[src/rtl/perceptron_trainer.sv]
// Perceptron learning-rule trainer for a 2-input step neuron over a 4-entry truth table.
// Optional inference datapath enabled by PERCEPTRON_INFER_EN; otherwise infer_y is held at 0.
module perceptron_trainer #(
    parameter int W          = 8,
    parameter int LR         = 1,
    parameter int MAX_EPOCHS = 16,
    parameter int INIT_W     = 0,
    localparam int EW        = $clog2(MAX_EPOCHS + 1)
) (
    input  logic                clk,
    input  logic                rst_n,
    input  logic                start,
    input  logic [3:0]          target,
    output logic                busy,
    output logic                done,
    output logic                converged,
    output logic [EW-1:0]       epoch_count,
    output logic signed [W-1:0] w1,
    output logic signed [W-1:0] w2,
    output logic signed [W-1:0] bias,
    input  logic                infer_a,
    input  logic                infer_b,
    output logic                infer_y
);
    typedef enum logic [1:0] {IDLE, TRAIN, CHECK, DONE} state_t;

    localparam logic signed [W-1:0] INIT_V = W'(INIT_W);
    localparam logic signed [W+1:0] S_MAX  = (W+2)'((2 ** (W-1)) - 1);
    localparam logic signed [W+1:0] S_MIN  = (W+2)'(-(2 ** (W-1)));
    localparam logic signed [W+1:0] STEP   = (W+2)'(LR);
    localparam logic signed [W+1:0] ZERO   = '0;

    function automatic logic signed [W+1:0] ext(input logic signed [W-1:0] v);
        return {{2{v[W-1]}}, v};
    endfunction

    function automatic logic fire(input logic a, input logic b,
                                  input logic signed [W-1:0] x1, input logic signed [W-1:0] x2,
                                  input logic signed [W-1:0] xb);
        logic signed [W+1:0] s;
        s = (a ? ext(x1) : ZERO) + (b ? ext(x2) : ZERO) + ext(xb);
        return s > ZERO;
    endfunction

    // W+2 bits leave headroom for any W-bit weight plus a step of up to 2^(W-1)-1.
    function automatic logic signed [W-1:0] sat_add(input logic signed [W-1:0] v,
                                                     input logic signed [W+1:0] d);
        logic signed [W+1:0] s;
        s = ext(v) + d;
        if (s > S_MAX)      return S_MAX[W-1:0];
        else if (s < S_MIN) return S_MIN[W-1:0];
        else                return s[W-1:0];
    endfunction

    state_t                state_q, state_d;
    logic [3:0]            tgt_q, tgt_d;
    logic [1:0]            idx_q, idx_d;
    logic                  err_q, err_d;
    logic [EW-1:0]         epoch_q, epoch_d;
    logic signed [W-1:0]   w1_q, w1_d, w2_q, w2_d, b_q, b_d;
    logic                  busy_q, busy_d, done_q, done_d, conv_q, conv_d;
    logic                  infer_y_q, infer_y_d;

    logic                  pat_a, pat_b, pat_y, pat_t, miss;
    logic signed [W+1:0]   delta;

    always_comb begin
        pat_a = idx_q[1];
        pat_b = idx_q[0];
        pat_t = tgt_q[idx_q];
        pat_y = fire(pat_a, pat_b, w1_q, w2_q, b_q);
        miss  = pat_y != pat_t;
        delta = pat_t ? STEP : -STEP;

        state_d = state_q;
        tgt_d   = tgt_q;
        idx_d   = idx_q;
        err_d   = err_q;
        epoch_d = epoch_q;
        w1_d    = w1_q;
        w2_d    = w2_q;
        b_d     = b_q;
        busy_d  = busy_q;
        done_d  = done_q;
        conv_d  = conv_q;

        case (state_q)
            IDLE, DONE: begin
                if (start) begin
                    state_d = TRAIN;
                    tgt_d   = target;
                    idx_d   = '0;
                    err_d   = 1'b0;
                    epoch_d = '0;
                    w1_d    = INIT_V;
                    w2_d    = INIT_V;
                    b_d     = INIT_V;
                    busy_d  = 1'b1;
                    done_d  = 1'b0;
                    conv_d  = 1'b0;
                end
            end
            TRAIN: begin
                if (miss) begin
                    if (pat_a) w1_d = sat_add(w1_q, delta);
                    if (pat_b) w2_d = sat_add(w2_q, delta);
                    b_d = sat_add(b_q, delta);
                end
                err_d = err_q | miss;
                idx_d = idx_q + 2'd1;
                if (idx_q == 2'd3) state_d = CHECK;
            end
            CHECK: begin
                epoch_d = epoch_q + EW'(1);
                if (!err_q || epoch_d == EW'(MAX_EPOCHS)) begin
                    state_d = DONE;
                    busy_d  = 1'b0;
                    done_d  = 1'b1;
                    conv_d  = !err_q;
                end else begin
                    state_d = TRAIN;
                    err_d   = 1'b0;
                    idx_d   = '0;
                end
            end
            default: state_d = IDLE;
        endcase
    end

`ifdef PERCEPTRON_INFER_EN
    always_comb infer_y_d = fire(infer_a, infer_b, w1_q, w2_q, b_q);
`else
    logic unused_infer;
    assign unused_infer = infer_a ^ infer_b;
    always_comb infer_y_d = 1'b0;
`endif

    always_ff @(posedge clk or negedge rst_n) begin
        if (!rst_n) begin
            state_q   <= IDLE;
            tgt_q     <= '0;
            idx_q     <= '0;
            err_q     <= 1'b0;
            epoch_q   <= '0;
            w1_q      <= INIT_V;
            w2_q      <= INIT_V;
            b_q       <= INIT_V;
            busy_q    <= 1'b0;
            done_q    <= 1'b0;
            conv_q    <= 1'b0;
            infer_y_q <= 1'b0;
        end else begin
            state_q   <= state_d;
            tgt_q     <= tgt_d;
            idx_q     <= idx_d;
            err_q     <= err_d;
            epoch_q   <= epoch_d;
            w1_q      <= w1_d;
            w2_q      <= w2_d;
            b_q       <= b_d;
            busy_q    <= busy_d;
            done_q    <= done_d;
            conv_q    <= conv_d;
            infer_y_q <= infer_y_d;
        end
    end

    assign busy        = busy_q;
    assign done        = done_q;
    assign converged   = conv_q;
    assign epoch_count = epoch_q;
    assign w1          = w1_q;
    assign w2          = w2_q;
    assign bias        = b_q;
    assign infer_y     = infer_y_q;
endmodule

[config.mk]
export PLATFORM = sky130hd
export DESIGN_NAME = perceptron_trainer
export DESIGN_NICKNAME = d
export VERILOG_FILES = /design/src/rtl/perceptron_trainer.sv
export SDC_FILE = /design/constraint.sdc
export NUM_CORES = 1
export LEC_CHECK = 0
export BUFFER_PORTS_ARGS = -buffer_cell sky130_fd_sc_hd__buf_2
export CORE_MARGIN = 2
export CORE_UTILIZATION = 45
export DETAILED_ROUTE_END_ITERATION = 6
export HOLD_SLACK_MARGIN = 0.05
export MAX_ROUTING_LAYER = met4
export PLACE_DENSITY = 0.74
export SLEW_MARGIN = 15
export SYNTH_ARGS = -nofsm -noshare
export SYNTH_HDL_FRONTEND = slang
export SYNTH_SLANG_ARGS = --single-unit
[constraint.sdc]
create_clock -name clk -period 7.5 [get_ports clk]
set_clock_uncertainty 0.05 [all_clocks]
set_input_delay 1.5 -clock clk [delete_from_list [all_inputs] [get_ports clk]]
set_output_delay 1.5 -clock clk [all_outputs]
set_load 0.02 [all_outputs]
==> flow_summary.yaml <==
run_status:
  status: "complete, no violations"
logic_synthesis:
  netlist_instances: 416
  synth-xor-area-share_pct: 4.89
  synth_edf_count: 0
  synth_top_family_by_area: "compound AO/OA/AOI/OAI gates"
  synth_compound_gate_area_share_pct: 24.1
  async_flop_share_pct: 100
  synth.top_cells.by_area: "sky130_fd_sc_hd__dfrtp_1 27%, sky130_fd_sc_hd__ha_1 12%, sky130_fd_sc_hd__fa_1 6.4%"
  synth_simple_gate_area_share_pct: 17.6
  number_of_register_bits_inferred_by_synthesis: 41
  multiplexer_share_of_the_synthesized_area_pct: 3.42
  dominantRegCellSynth: "sky130_fd_sc_hd__dfrtp_1"
  sequential_fraction_of_the_synthesis_area_pct: 27.3
  synth-adder-area-share_pct: 18.7
  synth_top_cell_by_area: "sky130_fd_sc_hd__dfrtp_1"
  netlist-cell-type-count: 60
  fraction_of_post_synthesis_cell_area_in_the_top_cell_type_by_area_pct: 27.3
  post_synth_most_frequent_cells: "48 x sky130_fd_sc_hd__nand2_1, 41 x sky130_fd_sc_hd__dfrtp_1, 37 x sky130_fd_sc_hd__ha_1"
  synth.net_count: 474
  synth.avg_cell_area_um2: 9.05
  yosysMostFrequentCell: "sky130_fd_sc_hd__nand2_1"
  yosys_warnings: 0
  netlist_area_mm2: 0.00376
setup_path:
  critical_path.max_stage_delay_ns: 0.66
  cp_cell_sequence: "mux2i_1 > mux2i_1 > inv_1 > buf_4 > ha_1 > nor2b_1 > o21ai_0 > a21oi_1 > o311ai_0 > o21ai_0 > a21oi_1 > nor3b_1 > o221a_1"
  worst-endpoint-required_ns: 7.69
  r2r_cells: 13
  setup.worst_path.end_class: "flip-flop"
  timing.critical_path.slowest_stage_cell: "sky130_fd_sc_hd__dfrtp_1"
  timing.critical_path.from_type: "flip-flop"
  cp_top_family: "compound AO/OA/AOI/OAI gates"
  reg2reg_from: "idx_q[1]"
  crit_type: "flip-flop to flip-flop"
  r2r_slack_ns: 2.80
  worstPathMaxFanout: 17
  cp_num_buf_inv: 2
  data_arrival_time_of_the_critical_path_ns: 4.89
  timing.rr.end: "bias[2]"
clocking:
  clock_tree_root_driver_cell: "sky130_fd_sc_hd__clkbuf_8"
  clock_sink_count: 41
  post-cts-setup-buffer-count: 0
  cts.repair.resized: 0
  cts_tree: "built"
  h-tree-depth: 2
  worst_skew_late_latency_ns: 0.30
  cts_buffer_depth: 2
  cts_hold_repair.buffers: 0
  clk_pin_slew_ns: 0.09
  tritoncts.num_buffers: 5
place:
  post-dp-hpwl_mm: 6.63
  gp_routability_congestion: 0.870
  post_dp_cell_area_mm2: 0.00404
  placement.io_buffers: 38
timing:
  worst_slew_pin_slew_ns: 0.913
  timing_max_transition_violations_final: 0
  rsz0062_at_grt: "false"
  report.final.setup_viol: 0
  timing.fmax_ghz: 0.213
  finalHoldViolations: 0
  fin_crit_sh_pct: 62.6
  relSlewSlack_pct: 39.1
  period_minus_slack_ns: 4.70
  hold_ws_ns: 0.467
  finalSetupTns_ns: 0
layout:
  post-route-cell-area_mm2: 0.00414
  final_layout_size_suffix_gt1_share_pct: 12.8
  layout-area-overhead-vs-synth_pct: 9.84
  nNetsFinal: 510
  layout.core_utilization_pct: 50.6
  antenna_diode_count: 0
  fillers: 782
grt:
  gr-usage-met3_pct: 2.45
  groute.layer.met2.usage_pct: 34.0
  grt_pass1_vias: 3045
  number_of_antenna_violations_at_the_first_check_in_global_routing: 0
  grt_start_max_net_pins: 42
  grt.busiest_layer: "met2"
  grt.overflow.total: 0
  grt_util_all_layers_pct: 20.5
  grt_first_pass_wirelength_mm: 14.3
  globalRouteMet1Util_pct: 26.9
floorplan:
  dieWidth_um: 95.5
  coreArea_mm2: 0.00818
  die_h_um: 95.5
  top_level_ports: 42
  design.die.area_mm2: 0.00911
  num_rows: 33
  starting_density_of_the_core_pct: 46.1
power_and_ir_drop:
  vdd.ir_drop.worst_uv: 64.1
  power.leakage_uw: 0.00196
  pwr_density_cell_mw_per_mm2: 91.5
min_path:
  worstHoldEndpoint: "busy"
  min-delay-path-class: "flip-flop to flip-flop"
  min_delay_path_depth: 2
  timing.hold.worst.start: "busy"
drt:
  postRouteAntennaNets: 0
  drt_drc_violations_left: 0
  route.vias.total: 3183
  drtPass1Iterations: 4
  routed_via_density: 5.70
  avgRoutedWirePerCell_um: 15.3
  routed_wl_mm: 8.55
  first_iter_violations: 160
flow_run:
  maxCapViolCount: 0
## registers in the layout (all words and copies together), names as in the netlist
name         cells
w1               8
err_q            1
converged        1
tgt_q            4
state_q          2
epoch_count      5
busy             1
done             1
bias             8
w2               8
idx_q            2
## cell usage in the layout, fill, tap and decap left out, types with 5 or more instances in the layout
master	n
sky130_fd_sc_hd__a211oi_1	7
sky130_fd_sc_hd__and2_1	17
sky130_fd_sc_hd__inv_1	27
sky130_fd_sc_hd__o21ai_0	20
sky130_fd_sc_hd__fa_1	12
sky130_fd_sc_hd__a32o_1	6
sky130_fd_sc_hd__nor2_1	20
sky130_fd_sc_hd__nor2b_1	8
sky130_fd_sc_hd__nand2b_1	6
sky130_fd_sc_hd__xnor2_1	5
sky130_fd_sc_hd__a21oi_1	24
sky130_fd_sc_hd__dfrtp_1	41
sky130_fd_sc_hd__nand2_1	48
sky130_fd_sc_hd__o211ai_1	6
sky130_fd_sc_hd__a22o_1	6
sky130_fd_sc_hd__xor2_1	11
sky130_fd_sc_hd__o21ai_1	5
sky130_fd_sc_hd__clkbuf_8	5
sky130_fd_sc_hd__nand3_1	13
sky130_fd_sc_hd__nor3_1	7
sky130_fd_sc_hd__mux2i_1	5
sky130_fd_sc_hd__buf_2	38
sky130_fd_sc_hd__a21o_1	9
sky130_fd_sc_hd__ha_1	37
## how the worst max path moves through the flow
stage	cells after the start	endpoint	slack (ns)	start
5_1_grt	13	bias[2]	2.37	idx_q[1]
4_1_cts	13	bias[2]	2.72	idx_q[1]
3_5_place_dp	13	bias[2]	2.75	idx_q[1]
2_1_floorplan	15	w2[7]	3.77	idx_q[0]
3_3_place_gp	13	bias[2]	2.89	idx_q[1]
6_report	13	bias[2]	2.80	idx_q[1]
## report_power, final
| group | total, uW | internal [uW] | leakage [uW] | switching [uW] |
|---|---|---|---|---|
| Combinational | 6.34 | 1.20 | 0.00140 | 5.14 |
| Sequential | 221 | 221 | 0.000513 | 0 |
| Clock | 151 | 66.1 | 0.0000481 | 85.3 |
| Total | 379 | 288 | 0.00196 | 90.4 |
## per-layer routing
layer	up-vias	part of all wire, %
met5	-	0
met4	0	0.78
met3	6	2.9
met2	49	49
met1	1537	48
li1	1591	-
## area by class of cell
| class | count | area [um2] | area share (%) |
|---|---|---|---|
| inverter | 27 | 101 | 2.45 |
| tap | 105 | 131 | 3.18 |
| timing repair buffer | 39 | 198 | 4.78 |
| sequential | 41 | 1030 | 24.8 |
| clock buffer | 5 | 68.8 | 1.66 |
| multi-input combinational | 338 | 2590 | 62.6 |
| clock inverter | 3 | 22.5 | 0.545 |
## cell families (layout without fill, tap and decap cells)
family / Yosys count / after routing
AOI/OAI and AO/OA: 124 / 124
xor gates and xnor gates: 18 / 18
adders and majority gates: 49 / 49
buffers and inverters: 37 / 74
DFF: 41 / 41
muxes: 12 / 12
other: 1 / 1
and+or+nand+nor: 134 / 134
## stage by stage
stage	power, uW	cells	setup slack (ns)
floorplan	226	416	3.77
global placement	232	550	2.89
detailed placement	232	550	2.75
CTS	382	558	2.72
global route	392	558	2.37
finish	379	558	2.80
## tightest hold or removal path, delay by kind of cell (launching register included)
kind             cells  cell delay [ns]
AO/OA/AOI/OAI        1             0.06
AND/OR/NAND/NOR      1             0.05
flip-flops           1             0.37
Note: power is estimated with default switching activity, not from simulation.
